[src/rtl/pipeline_wb_regs.sv]
// Write-back register chain (MEM -> regfile) with stall, flush, x0 suppression and
// per-port forwarding lookup. Define WB_PERF_CNT_EN to add retire/stall counters.
module pipeline_wb_regs #(
  parameter int DATA_W = 32,
  parameter int ADDR_W = 5,
  parameter int DEPTH  = 1,
  parameter int NUM_RS = 2
) (
  input  logic                       clk_i,
  input  logic                       rst_i,
  input  logic                       stall_i,
  input  logic                       flush_i,
  input  logic                       rd_wren_i,
  input  logic [ADDR_W-1:0]          rd_addr_i,
  input  logic [DATA_W-1:0]          wb_data_i,
  input  logic [NUM_RS*ADDR_W-1:0]   rs_addr_i,
  output logic                       rd_wren_o,
  output logic [ADDR_W-1:0]          rd_addr_o,
  output logic [DATA_W-1:0]          wb_data_o,
  output logic [NUM_RS-1:0]          fwd_hit_o,
  output logic [NUM_RS*DATA_W-1:0]   fwd_data_o
`ifdef WB_PERF_CNT_EN
  ,
  output logic [31:0]                retire_cnt_o,
  output logic [31:0]                stall_cnt_o
`endif
);

  logic [DEPTH-1:0]  wren_q, wren_d;
  logic [ADDR_W-1:0] addr_q [DEPTH];
  logic [ADDR_W-1:0] addr_d [DEPTH];
  logic [DATA_W-1:0] data_q [DEPTH];
  logic [DATA_W-1:0] data_d [DEPTH];

  // Slot update: flush beats stall; a stalled input is dropped, upstream holds it
  always_comb begin
    wren_d = wren_q;
    addr_d = addr_q;
    data_d = data_q;
    if (flush_i) begin
      wren_d = '0;
      for (int k = 0; k < DEPTH; k++) begin
        addr_d[k] = '0;
        data_d[k] = '0;
      end
    end else if (!stall_i) begin
      wren_d[0] = rd_wren_i && (rd_addr_i != '0);
      addr_d[0] = rd_addr_i;
      data_d[0] = wb_data_i;
      for (int k = 1; k < DEPTH; k++) begin
        wren_d[k] = wren_q[k-1];
        addr_d[k] = addr_q[k-1];
        data_d[k] = data_q[k-1];
      end
    end
  end

  always_ff @(posedge clk_i) begin
    if (rst_i) begin
      wren_q <= '0;
      for (int k = 0; k < DEPTH; k++) begin
        addr_q[k] <= '0;
        data_q[k] <= '0;
      end
    end else begin
      wren_q <= wren_d;
      addr_q <= addr_d;
      data_q <= data_d;
    end
  end

  assign rd_wren_o = wren_q[DEPTH-1];
  assign rd_addr_o = addr_q[DEPTH-1];
  assign wb_data_o = data_q[DEPTH-1];

  // Oldest-to-youngest scan so the lowest matching slot wins
  always_comb begin
    logic [ADDR_W-1:0] rs;
    fwd_hit_o  = '0;
    fwd_data_o = '0;
    rs         = '0;
    for (int j = 0; j < NUM_RS; j++) begin
      rs = rs_addr_i[j*ADDR_W +: ADDR_W];
      for (int k = DEPTH - 1; k >= 0; k--) begin
        if (wren_q[k] && (addr_q[k] == rs) && (rs != '0)) begin
          fwd_hit_o[j]                      = 1'b1;
          fwd_data_o[j*DATA_W +: DATA_W]    = data_q[k];
        end
      end
    end
  end

`ifdef WB_PERF_CNT_EN
  logic [31:0] retire_cnt_q, retire_cnt_d;
  logic [31:0] stall_cnt_q, stall_cnt_d;

  always_comb begin
    retire_cnt_d = retire_cnt_q;
    stall_cnt_d  = stall_cnt_q;
    if (!flush_i && !stall_i && wren_q[DEPTH-1] && (retire_cnt_q != 32'hFFFF_FFFF))
      retire_cnt_d = retire_cnt_q + 32'd1;
    if (!flush_i && stall_i && (stall_cnt_q != 32'hFFFF_FFFF))
      stall_cnt_d = stall_cnt_q + 32'd1;
  end

  always_ff @(posedge clk_i) begin
    if (rst_i) begin
      retire_cnt_q <= '0;
      stall_cnt_q  <= '0;
    end else begin
      retire_cnt_q <= retire_cnt_d;
      stall_cnt_q  <= stall_cnt_d;
    end
  end

  assign retire_cnt_o = retire_cnt_q;
  assign stall_cnt_o  = stall_cnt_q;
`endif

endmodule
[config.mk]
export PLATFORM = sky130hd
export DESIGN_NAME = pipeline_wb_regs
export DESIGN_NICKNAME = d
export VERILOG_FILES = /design/src/rtl/pipeline_wb_regs.sv
export SDC_FILE = /design/constraint.sdc
export NUM_CORES = 1
export LEC_CHECK = 0
export ABC_CLOCK_PERIOD_IN_PS = 2750
export CAP_MARGIN = 20
export CORE_MARGIN = 3
export CORE_UTILIZATION = 38
export CTS_BUF_LIST = sky130_fd_sc_hd__clkbuf_16
export CTS_CLUSTER_DIAMETER = 200
export CTS_CLUSTER_SIZE = 40
export DETAILED_ROUTE_END_ITERATION = 7
export GPL_ROUTABILITY_DRIVEN = 0
export GPL_TIMING_DRIVEN = 1
export PLACE_DENSITY = 0.87
export SLEW_MARGIN = 20
export SYNTH_ARGS = -nofsm -noshare
export SYNTH_HDL_FRONTEND = slang
export SYNTH_SLANG_ARGS = --single-unit
[constraint.sdc]
create_clock -name clk_i -period 2.75 [get_ports clk_i]
set_clock_uncertainty 0.2 [all_clocks]
set_input_delay 0.55 -clock clk_i [delete_from_list [all_inputs] [get_ports clk_i]]
set_output_delay 0.55 -clock clk_i [all_outputs]
set_load 0.005 [all_outputs]
-- Yosys cells after proc, flatten, opt, wreduce, memory -nomap -nowiden
Index checks and enable logic that the tools add are counted.
- mux-type cells: 4
- reductions and logical operators: 9
- equality and inequality tests: 2
- operators by type and width (operator ; number):
    two-way mux 32 bit ; 2
    nonzero test 5 bit ; 3
    == test 5 bit ; 2
    logical AND 1 bit ; 5
    two-way mux 1 bit ; 2
    OR reduction 2 bit ; 1
- input port bits: 52
- output and inout port bits: 104
- flip-flop bits (word level): 38
- word-level logic and storage cells: 18

-- Longest topological paths before layout
Gate-level depths: netlist of the first run.
- depth after elaboration: 4
- depth in mapped cells: 4
- mapped depth without buffers: 3

-- Worst setup path after synthesis of the first run
OpenSTA, ideal clock, no wires.
- path kind: input to output
- from: in rs_addr_i[8]
- to: out fwd_data_o[53]
- setup slack: 0.459 ns
- data required time: 2.000 ns
- stages on the path: 4
- buffers on the path: 1
- data arrival time: 1.541 ns
- cells stage by stage: xor2_1 a2111o_1 buf_6 nor4_1
- word-level cells in the longest chain between the ends: 4
- elaborated cells between the ends (all ways): 5
- those cells by class: eq/ne (1); mux (1); reduce/logical (3)
- ends and longest elaborated chain (item ; line ; source):
    start, declared ; 16 ; input logic [NUM_RS*ADDR_W-1:0] rs_addr_i,
    == test 5 bit ; 85 ; if (wren_q[k] && (addr_q[k] == rs) && (rs != '0)) begin
    logical AND 1 bit ; 85 ;
    logical AND 1 bit * ; 85 ;
    two-way mux 32 bit * ; 85 ;
    end, declared ; 21 ; output logic [NUM_RS*DATA_W-1:0] fwd_data_o
Every way passes the cells marked *; elsewhere a longest branch is shown, timed or not.

-- Worst setup path in the final report of the first run
- from: reg addr_q, in the netlist rd_addr_o[3]
- to: out fwd_data_o[39]
- word-level cells in the longest chain between the ends: 4
- ends and longest elaborated chain (item ; line ; source):
    start, declared ; 30 ; logic [ADDR_W-1:0] addr_q [DEPTH];
    start signal, assigned ; 67 ; addr_q <= addr_d;
    == test 5 bit ; 85 ;
    logical AND 1 bit (2 in a row) ; 85 ;
    two-way mux 32 bit ; 85 ;
Every way passes these cells.

==> out/metrics.cfg, run 1 <==
[status]
failed_checks=negative setup slack
status=finished, violations left

[clock_tree]
cts_tree=yes
clk_pin_slew_ns=0.06
root_buffer=clkbuf_16
clk_path_buf_depth=2
cts_max_level=2
cts_made_buffers=5
cts_sinks=38
cts_hold_buffers=0
insertion_delay_ns=0.28

[synthesis]
ys_types=26
yosys_warnings=0
synth_area_per_cell_sq_um=8.41
async_reset_ff_share_pct=0
syn_nets=314
syn-cell-area_sq_um=2200
synth_edf_count=0
ys_seq_area_share_pct=34.5
ys.flop_type=dfxtp_1
synth-seq-cells=38
synth_cells=262

[drt]
drtAntennaViolNets=0
viasPerCell=5.91
routed_wl_um=12800
drc=0
dr_total_vias=3184
avgRoutedWirePerCell_um=23.8
dr.pass1.iters=4
drtIter0Drc=172

[floorplanning]
num_io_pins=156
die_h_um=82.1
placementRows=27
dieArea_sq_um=6750
core_sq_um=5570
start_util_pct=39.5
fp.dieW_um=82.1

[hold_path]
hp-class=register to register
hp-start=wb_data_o[13]
hold_path_depth=2
hold_end=wb_data_o[13]

[timing]
max_clock_freq_mhz=343
fin_crit_ns=2.91
fin_crit_sh_pct=106
setup_viol_count_final=34
rsz0062_at_grt=yes
final.setup.tns_ns=-1.58
final_max_slew_viol_count=0
slew_headroom_pct=64.5
worst_pin_slew_ns=0.532
hold_viol_final=0
worst_slack_ns=-0.165

[layout]
finish.utilization_pct=89.3
final_common_cell=clkdlybuf4s50_1
drive_gt1_share_pct=47.3
layout_common_cells=79 x clkdlybuf4s50_1, 59 x buf_2, 37 x mux2i_1, 37 x nor2_1, 36 x dfxtp_1
areaGrowthSynthToFinish_pct=126
fin_nets=518
antenna_cells=0

[worst_setup_path]
crit_type=register to output pin
cp.required_ns=2.00
reg2reg_depth=2
setup.worst_path.start_class=register
end_kind=output pin
crit_arrival_ns=2.16
path_max_fanout=9
r2r-start=rd_addr_o[4]
r2r_end=rd_addr_o[4]
r2r_slack_ns=1.55

[flow_run]
cap_violations=0

[power]
leakage_nw=2.23
vdd_drop_max_v=0.000255
p_per_area_nw_per_um2=355
total_power_mw=1.77

[global_route]
grt_use_total_pct=31.8
grt_pass1_wl_um=15900
grt_overflow=0
grt_max_degree=21
antenna_found_initial=0
grt_pass1_vias=3027

[placement]
portBuffers=155
dpl.hpwl_um=6340

flip-flops by register name, summed over array words and instances (netlist names):
register / flops
rd_wren_o: 1
rd_addr_o: 5
wb_data_o: 32
cell type report:
class	count	area, sq um
clock inverters	3	40.0
repair buffers	222	2020
multi-input cells	167	1820
fillers	210	596
flip-flops and latches	38	763
inverters	32	120
well taps	72	90.1
clock buffers	5	125
worst max-delay path: stages (launching register included):
cell	delay, ns
dfxtp_2	0.33
buf_6	0.12
xor2_1	0.14
a2111o_1	0.45
buf_6	0.17
buf_16	0.15
nor4_1	0.32
buf_2	0.20
where the power goes:
group / leakage [nW] / internal, mW / switching [mW]
Combinational: 1.83 / 0.262 / 0.252
Clock: 0.0836 / 0.425 / 0.240
Sequential: 0.311 / 0.569 / 0.0199
Total: 2.23 / 1.26 / 0.512
layer usage:
metal | routed length (um) | global-route usage (%) | vias up
met5 | 0 | 0 | -
li1 | - | - | 1344
met1 | 4680 | 34.5 | 1542
met3 | 1090 | 10.5 | 67
met2 | 6370 | 54.6 | 231
met4 | 701 | 17.4 | 0
worst max path at each step:
stage	from	to	slack, ns	cells after the start
after floorplan	rs_addr_i[8]	fwd_data_o[53]	0.46	4
after global placement	rs_addr_i[9]	fwd_data_o[56]	-0.49	6
after detailed placement	rs_addr_i[9]	fwd_data_o[41]	-0.62	6
after CTS	rs_addr_i[3]	fwd_data_o[7]	-0.11	7
after global routing	rd_addr_o[3]	fwd_data_o[39]	-0.18	7
final	rd_addr_o[3]	fwd_data_o[39]	-0.16	7
kinds of logic (layout without fill, tap and decap cells):
family	after synthesis	in the layout	synth area share, %
AND/OR/NAND/NOR	117	117	29.9
buffers and inverters	58	262	13.6
AO/OA/AOI/OAI	5	6	2.44
flip-flops	38	38	34.5
XOR/XNOR	7	7	2.78
multiplexers	37	37	16.8
per-stage QoR:
step                instances  worst slack (ns)  hold WS, ns  area [sq um]
floorplan                 262             0.459        0.295          2200
global placement          490            -0.486        0.301          3930
detailed placement        490            -0.624        0.314          3930
CTS                       531            -0.110        0.332          4540
global route              539            -0.185        0.372          4980
finish                    539            -0.165        0.335          4980
synth_stat cells (2+ instances only):
master,number,share of area (%)
nor3_2,2,0.91
buf_6,9,4.6
nand2_1,4,0.68
nor4_1,60,17
nand3_1,3,0.68
xnor2_1,5,2.0
clkbuf_1,12,2.0
inv_1,32,5.5
nor2_1,37,6.3
a21oi_4,2,1.5
nor4_2,2,1.1
dfxtp_1,38,35
nor4b_1,2,0.80
buf_2,4,0.91
mux2i_1,37,17
nor2b_1,2,0.57
xor2_1,2,0.80
repair_timing:
item,4_1_cts,5_1_grt
gates resized for setup,307,91
gates cloned,5,1
setup endpoints to repair,66,60
setup buffers,28,8
pin swaps,8,14
(Power assumes the default switching activity.)
==> run 2: changes to the inputs <==
--- a/config.mk
+++ b/config.mk
@@ -5,17 +5,17 @@
 export SDC_FILE = /design/constraint.sdc
 export NUM_CORES = 1
 export LEC_CHECK = 0
-export ABC_CLOCK_PERIOD_IN_PS = 2750
+export ABC_CLOCK_PERIOD_IN_PS = 3100
 export CAP_MARGIN = 20
 export CORE_MARGIN = 3
-export CORE_UTILIZATION = 38
+export CORE_UTILIZATION = 35
 export CTS_BUF_LIST = sky130_fd_sc_hd__clkbuf_16
 export CTS_CLUSTER_DIAMETER = 200
 export CTS_CLUSTER_SIZE = 40
 export DETAILED_ROUTE_END_ITERATION = 7
 export GPL_ROUTABILITY_DRIVEN = 0
 export GPL_TIMING_DRIVEN = 1
-export PLACE_DENSITY = 0.87
+export PLACE_DENSITY = 0.81
 export SLEW_MARGIN = 20
 export SYNTH_ARGS = -nofsm -noshare
 export SYNTH_HDL_FRONTEND = slang
==> constraint.sdc (replaced) <==
create_clock -name clk_i -period 3.1 [get_ports clk_i]
set_clock_uncertainty 0.2 [all_clocks]
set_input_delay 0.62 -clock clk_i [delete_from_list [all_inputs] [get_ports clk_i]]
set_output_delay 0.62 -clock clk_i [all_outputs]
set_load 0.005 [all_outputs]
==> run 2 against run 1 <==
First-iteration DRC count decreased by 35%. Critical path depth decreased by 1. The flow still finishes with violations (negative setup slack). Sequential share of layout area increased by 2.6 points. Wire length decreased by 33%. Hold slack got worse by 0.0091 ns.
==> out/metrics.cfg, run 2 (same netlist as run 1, synthesis figures left out) <==
[layout]
drive_gt1_share_pct=20.8  ; -27 points
largest_reg_flops=32  ; unchanged
antenna_cells=0  ; unchanged
areaGrowthSynthToFinish_pct=92.6
fin_nets=474  ; -8.5%
final_area_sq_um=4240  ; -15%
layout_common_cells=88 x clkdlybuf4s50_1, 44 x dlygate4sd2_1, 38 x dfxtp_1
final_common_cell=clkdlybuf4s50_1

[clock_tree]
cts_tree=yes
insertion_delay_ns=0.28  ; about the same
cts_made_buffers=5  ; unchanged
clk_path_buf_depth=2  ; unchanged
cts_max_level=2  ; unchanged
cts_hold_buffers=0  ; unchanged
clk_pin_slew_ns=0.06  ; about the same
cts_sinks=38  ; unchanged
root_buffer=clkbuf_16

[timing]
hold_viol_final=0  ; unchanged
final.setup.tns_ns=-0.0785  ; +1.50 ns
worst_pin_slew_ns=0.729  ; +0.197 ns
holdWs_ns=0.326  ; -0.00905 ns
final_max_slew_viol_count=0  ; unchanged
slew_headroom_pct=51.4  ; -13 points
worst_slack_ns=-0.0445  ; +0.120 ns
fin_crit_ns=3.14
rsz0062_at_grt=yes
fin_crit_sh_pct=101
setup_viol_count_final=2  ; -94%
max_clock_freq_mhz=318

[drt]
viasPerCell=5.25  ; -11%
avgRoutedWirePerCell_um=17.3  ; -27%
dr.pass1.iters=4  ; unchanged
drtAntennaViolNets=0  ; unchanged
drc=0  ; unchanged
dr_total_vias=2615  ; -18%
routed_wl_um=8620  ; -33%
drtIter0Drc=112  ; -35%

[floorplanning]
die_h_um=85.3  ; +3.9%
dieArea_sq_um=7280  ; +7.9%
placementRows=28  ; +3.7%
core_sq_um=6030  ; +8.1%
fp.dieW_um=85.3  ; +3.9%
num_io_pins=156  ; unchanged
start_util_pct=36.6  ; -3.0 points

[flow_run]
cap_violations=0  ; unchanged

[global_route]
grt_pass1_vias=2644  ; -13%
antenna_found_initial=0  ; unchanged
grt_pass1_wl_um=13200  ; -17%
grt_use_total_pct=22.6  ; -9.2 points
grt_max_degree=39  ; +86%
grt_overflow=0  ; unchanged

[power]
vdd_drop_max_v=0.000216  ; -15%
leakage_nw=1.79  ; -19%
total_power_mw=1.47  ; -17%
p_per_area_nw_per_um2=346  ; -2.6%

[placement]
portBuffers=155  ; unchanged
dpl.hpwl_um=5920  ; -6.7%
place_area_sq_um=3910  ; -0.54%

[hold_path]
hp-class=register to register

[status]
failed_checks=negative setup slack
status=finished, violations left

[worst_setup_path]
crit_arrival_ns=2.32  ; +0.16 ns
crit_type=input pin to output pin
setup.worst_path.start_class=input pin
end_kind=output pin
path_max_fanout=18  ; +9
cp.required_ns=2.28  ; +0.28 ns

[run 2: changes by cell type in the layout (fill, tap and decap cells not counted), moves of 5 or more]
| cell | delta |
|---|---|
| buf_2 | -50 |
| dlygate4sd2_1 | +40 |
| nor4_1 | +25 |
| nor4_4 | -23 |
| buf_6 | -17 |
| buf_4 | -15 |
| clkdlybuf4s50_1 | +9 |
| buf_12 | -5 |
[run 2: final timing paths]
check                     start             end  slack [ns]  depth (start not counted)
setup / recovery   rs_addr_i[8]  fwd_data_o[56]       -0.04                          6
hold / removal    wb_data_o[29]   wb_data_o[29]        0.33                          2
hold reg to reg   wb_data_o[29]   wb_data_o[29]        0.33                          2
setup reg to reg   rd_addr_o[4]    rd_addr_o[4]        2.10                          2
[run 2: routing by layer]
layer,wire [um],GRT usage (%),share of wire (%),vias to the layer above
li1,-,-,-,1241
met4,131,6.91,1.5,0
met2,4360,40.0,51,136
met3,604,5.44,7.0,15
met1,3520,26.8,41,1223
met5,0,0,0,-
[run 2: final cells by class]
type                       instances  area [sq um]
tap                               75          93.8
sequential                        38           761
multi-input combinational        166          1370
fill                             457          1780
clock buffer                       5           125
timing repair buffer             179          1710
clock inverter                     3          63.8
inverter                          32           120
[run 2: per-stage QoR]
step	util [%]	setup WS, ns	instances
after detailed placement	64.8	-0.338	488
after global routing	70.4	-0.121	498
after floorplan	-	0.669	262
final	70.4	-0.0445	498
after global placement	64.8	-0.294	488
after CTS	68.8	-0.212	499
[run 2: critical path: stages]
cell and delay, ns:
clkdlybuf4s50_1 0.44, xor2_1 0.15, a2111o_1 0.41, buf_6 0.20, nor4_2 0.23, dlygate4sd2_1 0.27
[run 2: power by group]
group / switching [mW] / internal, mW
registers: 0.0161 / 0.505
clock network: 0.191 / 0.458
logic: 0.139 / 0.158
[run 2: repair_timing]
| item | 4_1_cts | 5_1_grt |
|---|---|---|
| pin swaps | 2 | 2 |
| cloned | 1 | 0 |
| setup endpoints to repair | 66 | 40 |
| gates resized for setup | 116 | 34 |
| setup buffers | 2 | 0 |
==> run 3: changes to the inputs <==
--- a/config.mk
+++ b/config.mk
@@ -15,7 +15,9 @@
 export DETAILED_ROUTE_END_ITERATION = 7
 export GPL_ROUTABILITY_DRIVEN = 0
 export GPL_TIMING_DRIVEN = 1
+export HOLD_SLACK_MARGIN = 0.02
 export PLACE_DENSITY = 0.81
+export SKIP_CTS_REPAIR_TIMING = 1
 export SLEW_MARGIN = 20
 export SYNTH_ARGS = -nofsm -noshare
 export SYNTH_HDL_FRONTEND = slang
==> run 3 against run 2 <==
Highest routed layer unchanged. Setup slack worse by 0.43 ns. The run still ends with negative setup slack left. Flip-flop and latch count stayed put. Combinational power hardly changed. Power is 0.28% higher. Largest cell class unchanged. Critical path type unchanged.
==> out/metrics.cfg, run 3 (same netlist as run 1, synthesis figures left out) <==
[status]
status=finished, violations left
failed_checks=negative setup slack

[power]
pwr-share-clk_pct=44.2  ; about the same
p_per_area_nw_per_um2=326  ; -5.8%
p_int_mw=1.12  ; about the same
power.switching_uw=350  ; +0.97%
leakage_nw=2.65  ; +47%
combPwrFrac_pct=20.4  ; about the same
vdd_drop_max_v=0.000219  ; +0.97%
p_seq_share_pct=35.4  ; about the same
total_power_mw=1.47  ; +0.28%
swShare_pct=23.8  ; +0.16 points

[timing]
fin_crit_sh_pct=115  ; +14 points
max_clock_freq_mhz=280  ; -12%
setup_viol_count_final=6  ; +4
worst_slack_ns=-0.470  ; -0.426 ns
worst_pin_slew_ns=0.728  ; -0.00153 ns
hold_viol_final=0  ; unchanged
rsz0062_at_grt=yes
slew_headroom_pct=51.5  ; +0.10 points
fin_crit_ns=3.57  ; +0.426 ns
final_max_slew_viol_count=0  ; unchanged

[layout]
n_fill_cell=391  ; -14%
areaGrowthSynthToFinish_pct=105
drive_gt1_share_pct=17.8  ; -3.0 points
largest_reg_flops=32  ; unchanged
antenna_cells=0  ; unchanged
final_common_cell=clkdlybuf4s50_1
fin_nets=473  ; -0.21%
final_area_sq_um=4520  ; +6.5%
layout_common_cells=92 x clkdlybuf4s50_1, 62 x dlymetal6s2s_1, 38 x dfxtp_1

[floorplanning]
dieArea_sq_um=7280  ; unchanged
die_h_um=85.3  ; unchanged
fp.dieW_um=85.3  ; unchanged
start_util_pct=36.6  ; unchanged
placementRows=28  ; unchanged
core_sq_um=6030  ; unchanged
num_io_pins=156  ; unchanged

[drt]
avgRoutedWirePerCell_um=18.3  ; +5.7%
routed_wl_um=9090  ; +5.5%
drc=0  ; unchanged
viasPerCell=5.30  ; +0.93%
dr_total_vias=2634  ; +0.73%
dr.pass1.iters=4  ; unchanged
drtAntennaViolNets=0  ; unchanged
drtIter0Drc=135  ; +21%

[placement]
dpl.hpwl_um=5920  ; unchanged
place_area_sq_um=3910  ; unchanged
portBuffers=155  ; unchanged
post-place-ws_ns=-0.338  ; unchanged

[hold_path]
hp-class=register to register
hold_path_depth=2  ; unchanged

[worst_setup_path]
crit_arrival_ns=2.75  ; +0.43 ns
end_kind=output pin
r2r_end=rd_addr_o[4]
r2r-start=rd_addr_o[4]
startpoint=rs_addr_i[8]
crit_path_top_delay_cell=clkdlybuf4s50_1
max_stage_delay_ns=0.60  ; +0.16 ns
r2r_slack_ns=2.08  ; -0.02 ns
crit_path_end=fwd_data_o[63]
crit_type=input pin to output pin
path_max_fanout=15  ; -3
cp_num_buf_inv=3  ; unchanged
cp.required_ns=2.28  ; about the same
crit_path_frequent_cell=clkdlybuf4s50_1
reg2reg_depth=2  ; unchanged
cp_top_family=buffers and inverters
setup.worst_path.start_class=input pin
worstPathCellList=clkdlybuf4s50_1, xor2_1, a2111o_1, buf_6, nor4_1, clkdlybuf4s50_1
cp_num_cells=6  ; unchanged

[clock_tree]
clk_pin_slew_ns=0.05  ; about the same
clk_path_buf_depth=2  ; unchanged
cts_tree=yes
insertion_delay_ns=0.28  ; about the same
cts_sinks=38  ; unchanged
root_buffer=clkbuf_16
cts_made_buffers=5  ; unchanged
cts_max_level=2  ; unchanged

[flow_run]
cap_violations=0  ; unchanged

[global_route]
antenna_found_initial=0  ; unchanged
grt_max_degree=39  ; unchanged
grt_pass1_vias=2554  ; -3.4%
grt_use_total_pct=21.5  ; -1.1 points
grt_overflow=0  ; unchanged
grt_pass1_wl_um=12600  ; -4.7%

[run 3: worst min-delay path by stage]
stage | endpoint | start
floorplan | rd_wren_o | rd_wren_o
global placement | wb_data_o[13] | wb_data_o[13]
detailed placement | wb_data_o[27] | wb_data_o[27]
CTS | wb_data_o[27] | wb_data_o[27]
global route | wb_data_o[26] | wb_data_o[26]
finish | wb_data_o[27] | wb_data_o[27]
[run 3: final cells by class]
type	instances	area, sq um	area share (%)
Timing Repair Buffer	178	1980	43.8
Multi-Input combinational cell	166	1380	30.5
Sequential cell	38	761	16.8
Clock buffer	5	125	2.77
Inverter	32	120	2.66
Tap cell	75	93.8	2.08
Clock inverter	3	63.8	1.41
[run 3: per-layer routing]
layer | up-vias | GRT usage, % | wire (um)
li1 | 1238 | - | -
met1 | 1252 | 26.1 | 3540
met2 | 134 | 36.9 | 4750
met3 | 10 | 5.63 | 682
met4 | 0 | 6.76 | 114
met5 | - | 0 | 0
[run 3: power groups by stage]
| stage | clock network (mW) | logic (mW) | registers [mW] |
|---|---|---|---|
| after detailed placement | 0 | 0.270 | 0.531 |
| after global placement | 0 | 0.266 | 0.530 |
| after floorplan | 0 | 0.129 | 0.530 |
| after CTS | 0.660 | 0.271 | 0.521 |
| final | 0.651 | 0.300 | 0.521 |
| after global routing | 0.687 | 0.320 | 0.523 |
[run 3: worst min-delay path: cells and delay by family, from the launching register on]
family / cells / cell delay, ns
and+or+nand+nor: 1 / 0.07
muxes: 1 / 0.08
DFF: 1 / 0.34
[run 3: through the flow]
step           cells  util [%]  hold slack [ns]  TNS (ns)
6_report         497      75.0            0.325     -1.43
3_5_place_dp     488      64.8            0.311    -13.75
5_1_grt          497      75.0            0.362     -2.04
2_1_floorplan    262         -            0.295         0
4_1_cts          496      67.9            0.329    -14.27
3_3_place_gp     488      64.8            0.304    -11.50
